File: config.mk
export PLATFORM = sky130hd
export DESIGN_NAME = generic_bus_arbiter
export DESIGN_NICKNAME = d
export VERILOG_FILES = /design/src/rtl/generic_bus_arbiter.sv
export SDC_FILE = /design/constraint.sdc
export NUM_CORES = 1
export LEC_CHECK = 0
export ABC_AREA = 1
export CORE_AREA = 4 4 162 164
export CTS_CLUSTER_DIAMETER = 200
export DETAILED_ROUTE_END_ITERATION = 8
export DIE_AREA = 0 0 166 168
export PLACE_DENSITY = 0.71
export RECOVER_POWER = 25
export SETUP_SLACK_MARGIN = 0.05
export SLEW_MARGIN = 10
export SYNTH_ARGS = -nofsm -noshare
export SYNTH_HDL_FRONTEND = slang
export SYNTH_SLANG_ARGS = --single-unit
File: constraint.sdc
create_clock -name CLK -period 2.45 [get_ports CLK]
set_input_delay 0.6125 -clock CLK [delete_from_list [all_inputs] [get_ports CLK]]
set_output_delay 0.6125 -clock CLK [all_outputs]
set_load 0.03 [all_outputs]
File: src/rtl/generic_bus_arbiter.sv
// Round-robin arbiter that multiplexes NUM_REQ requesters onto one downstream bus,
// one transfer at a time, with a per-transfer timeout that forces completion.
module generic_bus_arbiter #(
  parameter int NUM_REQ = 4,
  parameter int TIMEOUT = 256
) (
  input  logic                         CLK,
  input  logic                         nRST,
  input  logic [NUM_REQ*32-1:0]        req_addr,
  input  logic [NUM_REQ*32-1:0]        req_wdata,
  input  logic [NUM_REQ*4-1:0]         req_byte_en,
  input  logic [NUM_REQ-1:0]           req_ren,
  input  logic [NUM_REQ-1:0]           req_wen,
  output logic [NUM_REQ-1:0]           req_busy,
  output logic [31:0]                  req_rdata,
  output logic                         req_err,
  output logic [31:0]                  out_addr,
  output logic [31:0]                  out_wdata,
  output logic [3:0]                   out_byte_en,
  output logic                         out_ren,
  output logic                         out_wen,
  input  logic [31:0]                  out_rdata,
  input  logic                         out_busy,
  output logic                         grant_valid,
  output logic [$clog2(NUM_REQ)-1:0]   grant_id
);

  localparam int IW = $clog2(NUM_REQ);
  localparam int CW = $clog2(TIMEOUT) + 1;

  typedef enum logic {
    ST_IDLE = 1'b0,
    ST_XFER = 1'b1
  } state_t;

  state_t          r_state;
  state_t          w_state_nxt;
  logic [IW-1:0]   r_ptr;
  logic [IW-1:0]   r_grant_id;
  logic [CW-1:0]   r_cnt;
  logic [31:0]     r_addr;
  logic [31:0]     r_wdata;
  logic [3:0]      r_byte_en;
  logic            r_ren;
  logic            r_wen;

  logic [NUM_REQ-1:0] w_active;
  logic [IW:0]        w_pick;
  logic               w_found;
  logic [IW-1:0]      w_win;
  logic [31:0]        w_sel_addr;
  logic [31:0]        w_sel_wdata;
  logic [3:0]         w_sel_byte_en;
  logic               w_sel_ren;
  logic               w_sel_wen;
  logic               w_xfer;
  logic               w_timeout;
  logic               w_done;
  logic [IW-1:0]      w_ptr_nxt;

  // Returns {found, index} of the first active requester at or above ptr, wrapping to 0.
  function automatic logic [IW:0] f_rr_pick(input logic [NUM_REQ-1:0] act,
                                            input logic [IW-1:0] ptr);
    logic [IW:0]   idx;
    logic          found;
    logic [IW-1:0] win;
    found = 1'b0;
    win   = '0;
    for (int k = 0; k < NUM_REQ; k++) begin
      idx = {1'b0, ptr} + (IW+1)'(k);
      if (idx >= (IW+1)'(NUM_REQ)) begin
        idx = idx - (IW+1)'(NUM_REQ);
      end else begin
        idx = idx;
      end
      if (!found && act[idx[IW-1:0]]) begin
        found = 1'b1;
        win   = idx[IW-1:0];
      end else begin
        found = found;
      end
    end
    return {found, win};
  endfunction

  assign w_active      = req_ren | req_wen;
  assign w_pick        = f_rr_pick(w_active, r_ptr);
  assign w_found       = w_pick[IW];
  assign w_win         = w_pick[IW-1:0];
  assign w_sel_addr    = req_addr[32*int'(w_win) +: 32];
  assign w_sel_wdata   = req_wdata[32*int'(w_win) +: 32];
  assign w_sel_byte_en = req_byte_en[4*int'(w_win) +: 4];
  assign w_sel_ren     = req_ren[w_win];
  assign w_sel_wen     = req_wen[w_win];

  // Completion is suppressed while reset is asserted so reset never reports a finished transfer.
  assign w_xfer    = (r_state == ST_XFER);
  assign w_timeout = w_xfer && nRST && out_busy && (r_cnt == CW'(TIMEOUT - 1));
  assign w_done    = w_xfer && nRST && (!out_busy || w_timeout);
  assign w_ptr_nxt = (r_grant_id == IW'(NUM_REQ - 1)) ? '0 : r_grant_id + 1'b1;

  // Next-state selection.
  always_comb begin
    w_state_nxt = r_state;
    case (r_state)
      ST_IDLE: begin
        if (w_found) w_state_nxt = ST_XFER;
        else         w_state_nxt = ST_IDLE;
      end
      ST_XFER: begin
        if (w_done) w_state_nxt = ST_IDLE;
        else        w_state_nxt = ST_XFER;
      end
      default: w_state_nxt = ST_IDLE;
    endcase
  end

  // State, grant capture, timeout counter and round-robin pointer.
  always_ff @(posedge CLK) begin
    if (!nRST) begin
      r_state    <= ST_IDLE;
      r_ptr      <= '0;
      r_grant_id <= '0;
      r_cnt      <= '0;
      r_addr     <= 32'h0000_0000;
      r_wdata    <= 32'h0000_0000;
      r_byte_en  <= 4'h0;
      r_ren      <= 1'b0;
      r_wen      <= 1'b0;
    end else begin
      r_state <= w_state_nxt;
      if (r_state == ST_IDLE && w_found) begin
        r_grant_id <= w_win;
        r_addr     <= w_sel_addr;
        r_wdata    <= w_sel_wdata;
        r_byte_en  <= w_sel_byte_en;
        // Write wins when a requester raises both strobes.
        r_wen      <= w_sel_wen;
        r_ren      <= w_sel_ren & ~w_sel_wen;
        r_cnt      <= '0;
      end else if (w_xfer && out_busy) begin
        r_cnt <= r_cnt + 1'b1;
      end else begin
        r_cnt <= r_cnt;
      end
      if (w_done) r_ptr <= w_ptr_nxt;
      else        r_ptr <= r_ptr;
    end
  end

  // Downstream drive and requester-side responses.
  always_comb begin
    out_addr    = 32'h0000_0000;
    out_wdata   = 32'h0000_0000;
    out_byte_en = 4'h0;
    out_ren     = 1'b0;
    out_wen     = 1'b0;
    grant_valid = 1'b0;
    req_busy    = '1;
    case (r_state)
      ST_XFER: begin
        out_addr    = r_addr;
        out_wdata   = r_wdata;
        out_byte_en = r_byte_en;
        out_ren     = r_ren;
        out_wen     = r_wen;
        grant_valid = 1'b1;
        if (w_done) req_busy[r_grant_id] = 1'b0;
        else        req_busy[r_grant_id] = 1'b1;
      end
      default: begin
        grant_valid = 1'b0;
      end
    endcase
    req_rdata = w_timeout ? 32'h0000_0000 : out_rdata;
    req_err   = w_timeout;
    grant_id  = r_grant_id;
  end

endmodule
After elaboration in Yosys (flattened, before gate mapping)
Index checks and enable logic that the tools add are counted.

word-level totals
  register bits after elaboration = 84
  bits of input ports = 315
  output and inout bits = 110
  word-level logic and storage cells = 95

cells by class
  $add $sub $neg = 9
  magnitude comparators = 11
  equal/unequal tests = 2
  shifts and indexed selects = 3
  muxes and demuxes = 39
  bitwise operators = 6
  reduce and logical (&&, ||, !) cells = 16

operators by type and width
  cell                                                 count
  variable part select 128 x 8 -> 32 bit               2
  two-way mux 32 bit                                   3
  < comparator 2 x 3 -> 1 bit, second input constant   6
  two-way mux 2 bit                                    9
  two-way mux 1 bit                                    16
  variable part select 16 x 5 -> 4 bit                 1
  binary-select mux 1 bit (select 2 bit)               6
  two-way mux 4 bit                                    3
  logical AND 1 bit                                    10
  adder 9 x 1 -> 9 bit, second input constant          1
  equality test 9 x 8 -> 1 bit, second input constant  1
  >= comparator 3 bit, second input constant           3
  subtractor 2 x 1 -> 2 bit, second input constant     4
  adder 2 x 2 -> 3 bit, second input constant          2
  logical NOT 1 bit                                    4
  NOT 4 bit                                            1
  OR 4 bit                                             1
  adder 2 x 1 -> 3 bit, second input constant          1
  >= comparator 2 x 3 -> 1 bit, second input constant  1
  NOT 1 bit                                            3
  adder 2 x 1 -> 2 bit, second input constant          1
  demux 1 bit (select 2 bit)                           1
  equality test 2 bit, second input constant           1
  >= comparator 2 x 1 -> 1 bit, second input constant  1
  4 further kinds                                      4

Logic depth before layout (Yosys ltp)
Gate-level depths: netlist of run 1.

  depth in word-level cells = 18
  depth in mapped cells = 18
  mapped depth without buffers = 16

Worst setup path after synthesis of run 1
No wires, ideal clock.

  path kind = input -> output
  start point = input nRST
  end point = output req_rdata[22]
  arrival time = 2236 ps
  data required time = 1837 ps
  slack = -399 ps
  stages on the path = 5
  path through = clkbuf_1 -> inv_1 -> nor3_1 -> clkbuf_1 -> nor2_1

on the way
  longest elaborated chain between the ends = 4

ends and longest elaborated chain
  what                            RTL line  text
  from (decl)                     8         input logic nRST,
  logical AND 1 bit (3 in a row)  98        assign w_timeout = w_xfer && nRST && out_busy && (r_cnt == CW'(TIMEOUT - 1));
  named net req_err               16        output logic req_err,
  two-way mux 32 bit              175       req_rdata = w_timeout ? 32'h0000_0000 : out_rdata;
  to (decl)                       15        output logic [31:0] req_rdata,

The timed path passes the listed nets, and every way through them passes these cells.

Worst setup path in the final report of run 1
  start point = register r_cnt[1]
  end point = output req_rdata[1]

on the way
  longest elaborated chain between the ends = 3

ends and longest elaborated chain
  what                          RTL line  text
  from (decl)                   40        logic [CW-1:0] r_cnt;
  from (signal assigned)        142       r_cnt <= r_cnt + 1'b1;
  from (signal assigned)        144       r_cnt <= r_cnt;
  equality test 9 x 8 -> 1 bit  98
  logical AND 1 bit             98
  two-way mux 32 bit            175

Every way passes these cells.

==> results of run 1 <==
cell families after synthesis:
logic type      count (synthesis)  share of synthesized area
fa+ha+maj                       6                     0.0105
simple gates                  899                      0.525
compound gates                 37                     0.0360
buf+inv                       330                      0.188
flops                          84                      0.235
xor+xnor                        5                    0.00611
power by group:
part | internal [mW] | switching, mW | total, mW | leakage (nW)
clock network | 0.684 | 0.601 | 1.28 | 0.129
registers | 1.54 | 0.0966 | 1.63 | 0.694
logic | 1.41 | 1.56 | 2.97 | 6.78
worst max-delay path by stage:
stage	slack [ns]	endpoint	cells after the start	startpoint
finish	-0.21	req_rdata[1]	12	r_cnt[1]
global route	-0.31	req_rdata[25]	12	r_cnt[1]
CTS	-0.26	req_rdata[1]	13	r_cnt[1]
detailed placement	-0.63	req_rdata[26]	6	nRST
global placement	-0.61	req_rdata[26]	6	nRST
floorplan	0.04	req_rdata[22]	5	nRST
final cells by class:
| cell class | count | area, sq um | area share |
|---|---|---|---|
| Timing Repair Buffer | 512 | 5340 | 0.411 |
| Tap cell | 330 | 413 | 0.0318 |
| Multi-Input combinational cell | 947 | 4340 | 0.334 |
| Antenna cell | 1 | 2.50 | 0.000192 |
| Clock inverter | 4 | 27.5 | 0.00212 |
| Inverter | 253 | 955 | 0.0734 |
| Sequential cell | 84 | 1690 | 0.130 |
| Clock buffer | 11 | 233 | 0.0179 |
layer usage:
metal  wire, um  up-vias
met5          0        -
met4        967        0
met3       1940       68
met2      16300      391
met1      12900     4382
li1           -     4925
worst max-delay path, cell delays in order, from the launching register on:
cell	delay, ns
dfxtp_2	0.35
ha_4	0.13
inv_2	0.03
nor2_2	0.08
nand2_1	0.07
nor2_2	0.09
ha_2	0.17
inv_2	0.05
nor3_4	0.21
buf_6	0.16
buf_16	0.16
nor2_2	0.04
buf_6	0.13
sequential cells by signal (all words and copies together) (netlist names):
signal / count
r_addr: 32
r_wdata: 32
r_cnt: 9
r_byte_en: 4
grant_id: 2
r_ptr: 2
r_ren: 1
r_state: 1
r_wen: 1
cells in the final DEF, fill, tap and decap left out, drive strengths merged:
master,count
a211oi,2
a21oi,4
buf,165
clkbuf,13
clkdlybuf4s15,2
clkdlybuf4s50,308
clkinv,4
dfxtp,84
diode,1
dlygate4sd2,5
dlygate4sd3,1
dlymetal6s2s,29
ha,6
inv,253
nand2,608
nand3,119
nand3b,27
nand4,17
nor2,123
nor3,3
nor3b,1
o211ai,25
o21ai,5
o22ai,1
or2,1
xnor2,1
xor2,4
through the flow:
step | total power [mW] | TNS [ns]
5_1_grt | 6.28 | -22.22
4_1_cts | 5.91 | -8.02
6_report | 5.89 | -7.46
2_1_floorplan | 3.12 | 0
3_3_place_gp | 4.30 | -41.43
3_5_place_dp | 4.32 | -44.02
repair_timing:
action | 4_1_cts | 5_1_grt
gates resized for setup | 245 | 64
gates cloned | 10 | 1
setup endpoints to repair | 93 | 130
hold buffers | 0 | 0
setup buffers | 11 | 2
pin swaps | 20 | 21
==> reports/qor.yml, run 1 <==
clock_network:
  cts_root_buf: "clkbuf_16"
  cts.path.max_buffers: 2
  clkLatencyLatePin_ns: 0.35
  cts_buffers: 9
  ctsHtreeMaxLevel: 3
  clk_pin_slew_ns: 0.07
  tritoncts: "built"
  cts.sink_count: 84
status:
  violations: "setup timing"
  status: "finished, violations left"
yosys:
  synth_warnings: 0
  synth_top_area_frac: 0.317
  synth.distinct_cells: 33
  netlist_area_sq_um: 7160
  synth_flop_cell: "dfxtp_1"
  yosysMostFrequentCell: "nand2_1"
  synth_async_sr_flop_share: 0
  avgSynthCellArea_sq_um: 5.26
  ys_ff_latch: 84
  synth_common_cells: "nand2_1, inv_1, nor2_1"
  synth_top_area_cell: "nand2_1"
  synth.area.top_cells: "nand2_1, dfxtp_1, inv_1"
  syn-num-nets: 1682
  ys_seq_area_frac: 0.235
  synth_cells: 1361
  synth-edff-count: 0
sta:
  layout_min_cycle_time_ns: 2.66
  whs_ns: 0.456
  worst_slew_pin_slew_ns: 0.635
  max_freq_mhz: 376
  rsz0062_at_grt: "yes"
  finClkSkew_ns: 0.0101
  slew_headroom: 0.576
  drv_slew: 0
  finalSetupViolCount: 40
  hold_viol_final: 0
  period_share: 1.09
  fin_ws_ns: -0.211
hold_path:
  whs_path_depth: 2
  min_path_type: "reg2reg"
  hp-start: "r_wdata[5]"
  hold_end: "r_wdata[5]"
critical_path:
  cp-start-kind: "flop"
  reg2regPathDepth: 15
  rrSetupSlack_ns: 0
  cp_max_fo: 8
  arrival_ns: 2.05
  worstSetupPathType: "reg2out"
  required_ns: 1.84
  end_kind: "output port"
  r2r_start: "r_ptr[1]"
  r2r-end: "r_addr[22]"
placement:
  portBuffers: 424
  dpl.hpwl_um: 23500
  gp_congestion: 0.907
  placed_cell_area_sq_um: 12000
  pre_cts_ws_ns: -0.633
  dp_cells: 2103
global_routing:
  grt.met1_usage: 0.252
  grt_use_met2: 0.401
  grt_first_pass_wirelength_um: 49800
  grt-ovfl-total: 0
  grt_max_degree: 42
  grt_pass1_vias: 9592
  track_usage: 0.218
  antenna_found_initial: 1
  grt.busiest_layer: "met2"
  grtUsageMet3: 0.0409
floorplanning:
  dieHeight_um: 168
  core_area_sq_um: 24900
  dieArea_sq_um: 27900
  fp.dieW_um: 166
  fp-row-count: 58
  ioPinCount: 425
  start_util: 0.288
final_layout:
  stdcell_count: 2142
  fill_cells: 2468
  drive_above_1_share: 0.140
  finalCoreUtilization: 0.522
  nets: 2128
  final_cell_area_sq_um: 13000
  syn_to_final_growth_pct: 81.5
route:
  postRouteAntennaNets: 0
  firstDrtPassIters: 5
  post-route-drc-count: 0
  drt_iter0_drc: 517
  num_vias: 9766
  wirelength_um: 32100
  viasPerCell: 4.56
  wl_per_cell_um: 15.0
pwr:
  ir_drop_mv: 0.285
  p_leak_nw: 7.60
  p_per_area_nw_per_um2: 453
run:
  cap_violations: 0
Power figures use the tool's default switching activity.
==> inputs of run 2 (changes only) <==
--- a/config.mk
+++ b/config.mk
@@ -7,10 +7,10 @@
 export LEC_CHECK = 0
 export ABC_AREA = 1
 export CORE_AREA = 4 4 162 164
-export CTS_CLUSTER_DIAMETER = 200
+export CTS_CLUSTER_DIAMETER = 150
 export DETAILED_ROUTE_END_ITERATION = 8
 export DIE_AREA = 0 0 166 168
-export PLACE_DENSITY = 0.71
+export PLACE_DENSITY = 0.67
 export RECOVER_POWER = 25
 export SETUP_SLACK_MARGIN = 0.05
 export SLEW_MARGIN = 10
==> run 2 against run 1 <==
- the flow still finishes with violations (setup timing)
- sequential cell count is the same
- maximum frequency shrank 1.2%
- sequential share of layout area grew 0.055 points
- register-to-register slack lost 0.10 ns
- total power grew 3.9%
- core utilization shrank 0.18 points
- non-clock buffer count grew 21
- design area shrank 0.35%
- via count grew 0.10%
==> reports/qor.yml, run 2 (synthesis results as in run 1) <==
route:
  wirelength_um: 32100  # -0.24%
  firstDrtPassIters: 5  # unchanged
  drt_iter0_drc: 438  # -15%
  post-route-drc-count: 0  # unchanged
  postRouteAntennaNets: 0  # unchanged
  wl_per_cell_um: 14.8  # -1.3%
  viasPerCell: 4.51  # -1.0%
  num_vias: 9776  # +0.10%
critical_path:
  reg2regPathDepth: 14  # -1
  rrSetupSlack_ns: -0.10  # -0.10 ns
  required_ns: 1.84  # about the same
  cp-start-kind: "flop"
  r2r_start: "r_ptr[0]"
  crit_path_frequent_cell: "nor2_2"
  r2r-end: "r_addr[27]"
  worstSetupEndpoint: "req_rdata[23]"
  crit_slowest_cell: "dfxtp_2"
  crit_path_max_incr_delay_ns: 0.35  # about the same
  arrival_ns: 2.08  # +0.03 ns
  startpoint: "r_cnt[0]"
  cp_max_fo: 8  # unchanged
  worstSetupPathType: "reg2out"
  critical_path.cell_chain: "ha_4 -> inv_2 -> nor2_2 -> nand2_1 -> nor2_1 -> ha_2 -> inv_4 -> nor3_4 -> buf_12 -> clkbuf_16 -> buf_4 -> nor2_2 -> buf_6"
  end_kind: "output port"
sta:
  layout_min_cycle_time_ns: 2.69  # +0.0315 ns
  period_share: 1.10  # +0.0128
  finClkSkew_ns: 0.0101  # +0.00000280 ns
  drv_slew: 0  # unchanged
  hold_viol_final: 0  # unchanged
  max_freq_mhz: 371  # -1.2%
  worst_slew_pin_slew_ns: 0.546  # -0.0893 ns
  slew_headroom: 0.636  # +0.0595
  rsz0062_at_grt: "yes"
  fin_ws_ns: -0.243  # -0.0315 ns
  finalSetupViolCount: 128  # +220%
global_routing:
  grt_pass1_vias: 8953  # -6.7%
  grt_first_pass_wirelength_um: 46900  # -5.9%
  track_usage: 0.206  # -0.0119
  grt_max_degree: 58  # +38%
  grt-ovfl-total: 0  # unchanged
  antenna_found_initial: 3  # +2
final_layout:
  syn_to_final_growth_pct: 80.9
  nets: 2149  # +0.99%
  layout_top_registers: "r_addr (32), r_wdata (32), r_cnt (9)"
  most-common-layout-cells: "nand2_1, clkdlybuf4s50_1, inv_1"
  fill_cells: 2544  # +3.1%
  stdcell_count: 2166  # +1.1%
  drive_above_1_share: 0.144  # +0.00432
  final_common_cell: "nand2_1"
floorplanning:
  dieArea_sq_um: 27900  # unchanged
  start_util: 0.288  # unchanged
  fp.dieW_um: 166  # unchanged
  ioPinCount: 425  # unchanged
  fp-row-count: 58  # unchanged
  core_area_sq_um: 24900  # unchanged
  dieHeight_um: 168  # unchanged
placement:
  portBuffers: 424  # unchanged
  dpl.hpwl_um: 23600  # +0.49%
  dp_cells: 2110  # +0.33%
  pre_cts_ws_ns: -0.631  # +0.00199 ns
  gp_congestion: 0.928  # +2.3%
clock_network:
  cts.path.max_buffers: 2  # unchanged
  clk_pin_slew_ns: 0.06  # about the same
  clkLatencyLatePin_ns: 0.34  # about the same
  cts_buffers: 9  # unchanged
  cts_root_buf: "clkbuf_16"
  ctsHtreeMaxLevel: 3  # unchanged
  cts.sink_count: 84  # unchanged
  tritoncts: "built"
run:
  cap_violations: 0  # unchanged
pwr:
  ir_drop_mv: 0.303  # +6.1%
  p_per_area_nw_per_um2: 472  # +4.2%
  total_power_mw: 6.12  # +3.9%
  p_leak_nw: 7.37  # -3.0%
hold_path:
  min_path_type: "reg2reg"
status:
  violations: "setup timing"
  status: "finished, violations left"
-- run 2: changes by cell type in the layout (fill, tap and decap cells not counted), sizes merged --
| cell | delta |
|---|---|
| dlymetal6s2s | -24 |
| dlygate4sd2 | +19 |
| clkbuf | +18 |
| buf | +8 |
| clkinv | -3 |
| bufinv | +2 |
| diode | +2 |
| bufbuf | +1 |
| clkdlybuf4s15 | +1 |
| clkdlybuf4s25 | +1 |
| clkdlybuf4s50 | -1 |
-- run 2: what timing repair did --
item,CTS,global route
buffers inserted,13,17
hold buffers,0,0
endpoints found under the hold margin,0,0
pin swaps,24,27
resized for setup,186,134
cloned,2,6
endpoints found under the setup margin,124,112
-- run 2: power breakdown --
part	internal, mW	switching, mW	leakage [nW]
Clock	0.954	0.605	0.160
Combinational	1.39	1.54	6.52
Sequential	1.54	0.0970	0.694
-- run 2: final cells by class --
type	instances	area, sq um	share of cell area
antenna	3	7.51	0.000579
clock buffer	13	260	0.0201
clock inverter	3	68.8	0.00531
inverter	253	955	0.0737
multi-input combinational	947	4310	0.333
sequential	84	1690	0.130
tap	330	413	0.0319
timing repair buffer	533	5250	0.405
-- run 2: layer usage --
metal	GRT usage	wire, um	share of wire
met1	0.240	12900	0.40
met2	0.389	16800	0.52
met3	0.0380	1880	0.059
met4	0.0520	497	0.015
met5	0	0	0
-- run 2: per-stage QoR --
stage,hold slack [ns],instance area (sq um),util,setup TNS (ns)
final,0.452,13000,0.520,-10.49
after global routing,0.471,13000,0.520,-32.73
after CTS,0.454,12800,0.513,-10.92
after detailed placement,0.438,12100,0.487,-46.89
after global placement,0.438,12100,0.487,-42.91
after floorplan,0.426,7180,-,0
-- run 2: worst min-delay path by stage --
stage                      from     endpoint  slack, ns  depth (start not counted)
floorplan            r_addr[10]   r_addr[10]       0.43                          2
global placement     r_addr[19]   r_addr[19]       0.44                          2
detailed placement   r_wdata[6]   r_wdata[6]       0.44                          2
CTS                  r_wdata[6]   r_wdata[6]       0.45                          2
global route        r_wdata[14]  r_wdata[14]       0.47                          2
finish               r_wdata[6]   r_wdata[6]       0.45                          2
-- run 2: worst max-delay path: cells and delay by family (launching register included) --
kind                     cells  cell delay, ns
adder cells (fa/ha/maj)      2            0.34
buffers and inverters        6            0.62
flip-flops                   1            0.35
AND/OR/NAND/NOR              5            0.44
==> inputs of run 3 (changes only) <==
--- a/config.mk
+++ b/config.mk
@@ -5,12 +5,12 @@
 export SDC_FILE = /design/constraint.sdc
 export NUM_CORES = 1
 export LEC_CHECK = 0
-export ABC_AREA = 1
-export CORE_AREA = 4 4 162 164
+export CORE_AREA = 4 4 163 165
 export CTS_CLUSTER_DIAMETER = 150
 export DETAILED_ROUTE_END_ITERATION = 8
-export DIE_AREA = 0 0 166 168
-export PLACE_DENSITY = 0.67
+export DIE_AREA = 0 0 167 169
+export HOLD_SLACK_MARGIN = 0.05
+export MAX_ROUTING_LAYER = met4
 export RECOVER_POWER = 25
 export SETUP_SLACK_MARGIN = 0.05
 export SLEW_MARGIN = 10
==> run 3 against run 2 <==
- the flow now finishes without violations
- area after synthesis fell by 15%
- synthesized cell count fell by 47%
- critical path depth fell by 5
- setup slack improved by 0.28 ns
==> reports/qor.yml, run 3 <==
clock_network:
  cts_root_buf: "clkbuf_16"
  cts.sink_count: 84  # unchanged
  ctsHoldBuffers: 0  # unchanged
  tritoncts: "built"
  cts_buffers: 9  # unchanged
  clk_pin_slew_ns: 0.07  # about the same
  ctsHtreeMaxLevel: 3  # unchanged
  cts.path.max_buffers: 2  # unchanged
  clkLatencyLatePin_ns: 0.34  # about the same
pwr:
  seqPwrFrac: 0.298  # +0.031
  p_per_area_nw_per_um2: 417  # -12%
  total_power_mw: 5.23  # -15%
  p_leak_nw: 5.03  # -32%
  netSwitchingFraction: 0.304  # -0.0620
  p_int_mw: 3.64  # -6.2%
  ir_drop_mv: 0.272  # -10%
  p_comb_frac: 0.406  # -0.072
  p_switching_mw: 1.59  # -29%
  clkPwrFrac: 0.297  # +0.042
floorplanning:
  dieArea_sq_um: 28200  # +1.2%
  core_area_sq_um: 25000  # +0.58%
  start_util: 0.243  # -0.0449
  fp-row-count: 58  # unchanged
  fp.dieW_um: 167  # +0.60%
  ioPinCount: 425  # unchanged
  dieHeight_um: 169  # +0.60%
global_routing:
  antenna_found_initial: 4  # +1
  grt_pass1_vias: 8072  # -9.8%
  grt_max_degree: 47  # -19%
  grt_first_pass_wirelength_um: 47600  # +1.5%
  track_usage: 0.221  # +0.0152
  grt-ovfl-total: 0  # unchanged
route:
  wl_per_cell_um: 22.5  # +52%
  firstDrtPassIters: 5  # unchanged
  viasPerCell: 5.21  # +16%
  num_vias: 7836  # -20%
  postRouteAntennaNets: 0  # unchanged
  post-route-drc-count: 0  # unchanged
  drt_iter0_drc: 556  # +27%
  wirelength_um: 33800  # +5.3%
critical_path:
  cp_max_fo: 6  # -2
  worstSetupPathType: "reg2out"
  arrival_ns: 1.80  # -0.28 ns
  r2r_start: "r_ptr[1]"
  cp-start-kind: "flop"
  startpoint: "r_cnt[0]"
  end_kind: "output port"
  required_ns: 1.84  # about the same
yosys:
  syn-num-nets: 1040  # -38%
  synth_top_area_cell: "dfxtp_1"
  synth.area.top_cells: "dfxtp_1, a221o_1, mux2_1"
  yosysMostFrequentCell: "and2_1"
  synth.distinct_cells: 45  # +36%
  netlist_area_sq_um: 6080  # -15%
  synth_flop_cell: "dfxtp_1"
  synth_common_cells: "and2_1, dfxtp_1, a21oi_1"
  synth_cells: 719  # -47%
  ys_ff_latch: 84  # unchanged
  synth_warnings: 0  # unchanged
  ys_seq_area_frac: 0.277  # +0.0418
  avgSynthCellArea_sq_um: 8.46  # +61%
  synth_top_area_frac: 0.277  # -0.0405
  synth_async_sr_flop_share: 0  # unchanged
  synth-edff-count: 0  # unchanged
sta:
  hold_viol_final: 0  # unchanged
  drv_slew: 0  # unchanged
  whs_ns: 0.473  # +0.0210 ns
  period_share: 0.983  # -0.116
  worst_slew_pin_slew_ns: 0.398  # -0.148 ns
  slew_headroom: 0.732  # +0.0962
  layout_min_cycle_time_ns: 2.41  # -0.283 ns
  final.setup.tns_ns: 0  # +10.49 ns
  finalSetupViolCount: 0  # -100%
  finClkSkew_ns: 0.00813  # -0.00200 ns
  rsz0062_at_grt: "yes"
  max_freq_mhz: 415  # +12%
placement:
  dp_cells: 1461  # -31%
  dpl.hpwl_um: 23600  # +0.14%
  portBuffers: 424  # unchanged
  gp_congestion: 0.876  # -5.6%
final_layout:
  nets: 1486  # -31%
  most-common-layout-cells: "clkdlybuf4s50_1, buf_4, dfxtp_1"
  fill_cells: 2400  # -5.7%
  drive_above_1_share: 0.250  # +0.106
  finalCoreUtilization: 0.501  # -0.0199
  stdcell_count: 1503  # -31%
  final_common_cell: "clkdlybuf4s50_1"
  syn_to_final_growth_pct: 106
  layout_top_registers: "r_addr (32), r_wdata (32), r_cnt (9)"
status:
  status: "completed"
hold_path:
  min_path_type: "reg2reg"
  hp-start: "r_ren"
run:
  cap_violations: 0  # unchanged
-- run 3: cell type report --
cell class | instances | area [sq um] | share of cell area
clock buffer | 11 | 253 | 0.0202
inverter | 6 | 22.5 | 0.00180
sequential | 84 | 1700 | 0.135
tap | 330 | 413 | 0.0329
multi-input combinational | 539 | 4270 | 0.341
antenna | 4 | 10.0 | 0.000799
timing repair buffer | 525 | 5790 | 0.462
clock inverter | 4 | 72.6 | 0.00579
-- run 3: repair_timing --
item,CTS,global route
setup endpoints to repair,107,113
buffers inserted,5,6
resized for setup,95,45
gates cloned,5,7
pin swaps,39,18
-- run 3: kinds of logic (layout without fill, tap and decap cells) --
kind of cell               count (synthesis)  in the layout  share of synthesized area
buffers and inverters                     96            546                     0.0656
other                                      0              4                          0
DFF                                       84             84                      0.277
xor gates and xnor gates                   5              5                    0.00720
and+or+nand+nor                          223            223                      0.218
adders and majority gates                  6              6                     0.0123
AOI/OAI and AO/OA                        234            234                      0.289
muxes                                     71             71                      0.131
-- run 3: final timing paths --
kind	end	slack (ns)	depth (start not counted)
max	req_rdata[2]	0.04	8
min reg2reg	r_ren	0.47	2
min	r_ren	0.47	2
max reg2reg	r_addr[22]	0.37	7
-- run 3: per-layer routing --
layer / track usage / up-vias / wire length (um) / share of wire
met3: 0.0469 / 52 / 2410 / 0.071
met1: 0.263 / 3758 / 13600 / 0.40
li1: - / 3677 / - / -
met4: 0.0864 / 0 / 792 / 0.023
met2: 0.368 / 349 / 16900 / 0.50
met5: - / - / 0 / 0
-- run 3: power by group through the flow --
| stage | combinational, mW | clock, mW | sequential (mW) |
|---|---|---|---|
| after floorplan | 0.856 | 0 | 1.57 |
| after global placement | 1.94 | 0 | 1.59 |
| after detailed placement | 1.95 | 0 | 1.59 |
| after CTS | 2.03 | 1.59 | 1.56 |
| after global routing | 2.24 | 1.65 | 1.57 |
| final | 2.12 | 1.55 | 1.56 |
-- run 3: through the flow --
stage	cell area, sq um	setup WS, ns
after floorplan	6090	0.0525
after global placement	11400	-0.422
after detailed placement	11400	-0.469
after CTS	12200	-0.0258
after global routing	12500	-0.0279
final	12500	0.0407
-- run 3: worst max-delay path: stages (launching register included) --
cell and delay, ns:
dfxtp_2 0.36, ha_4 0.15, nand3_2 0.09, nor2_4 0.11
ha_4 0.16, nand3_4 0.13, buf_6 0.17, and2_4 0.15
buf_6 0.13
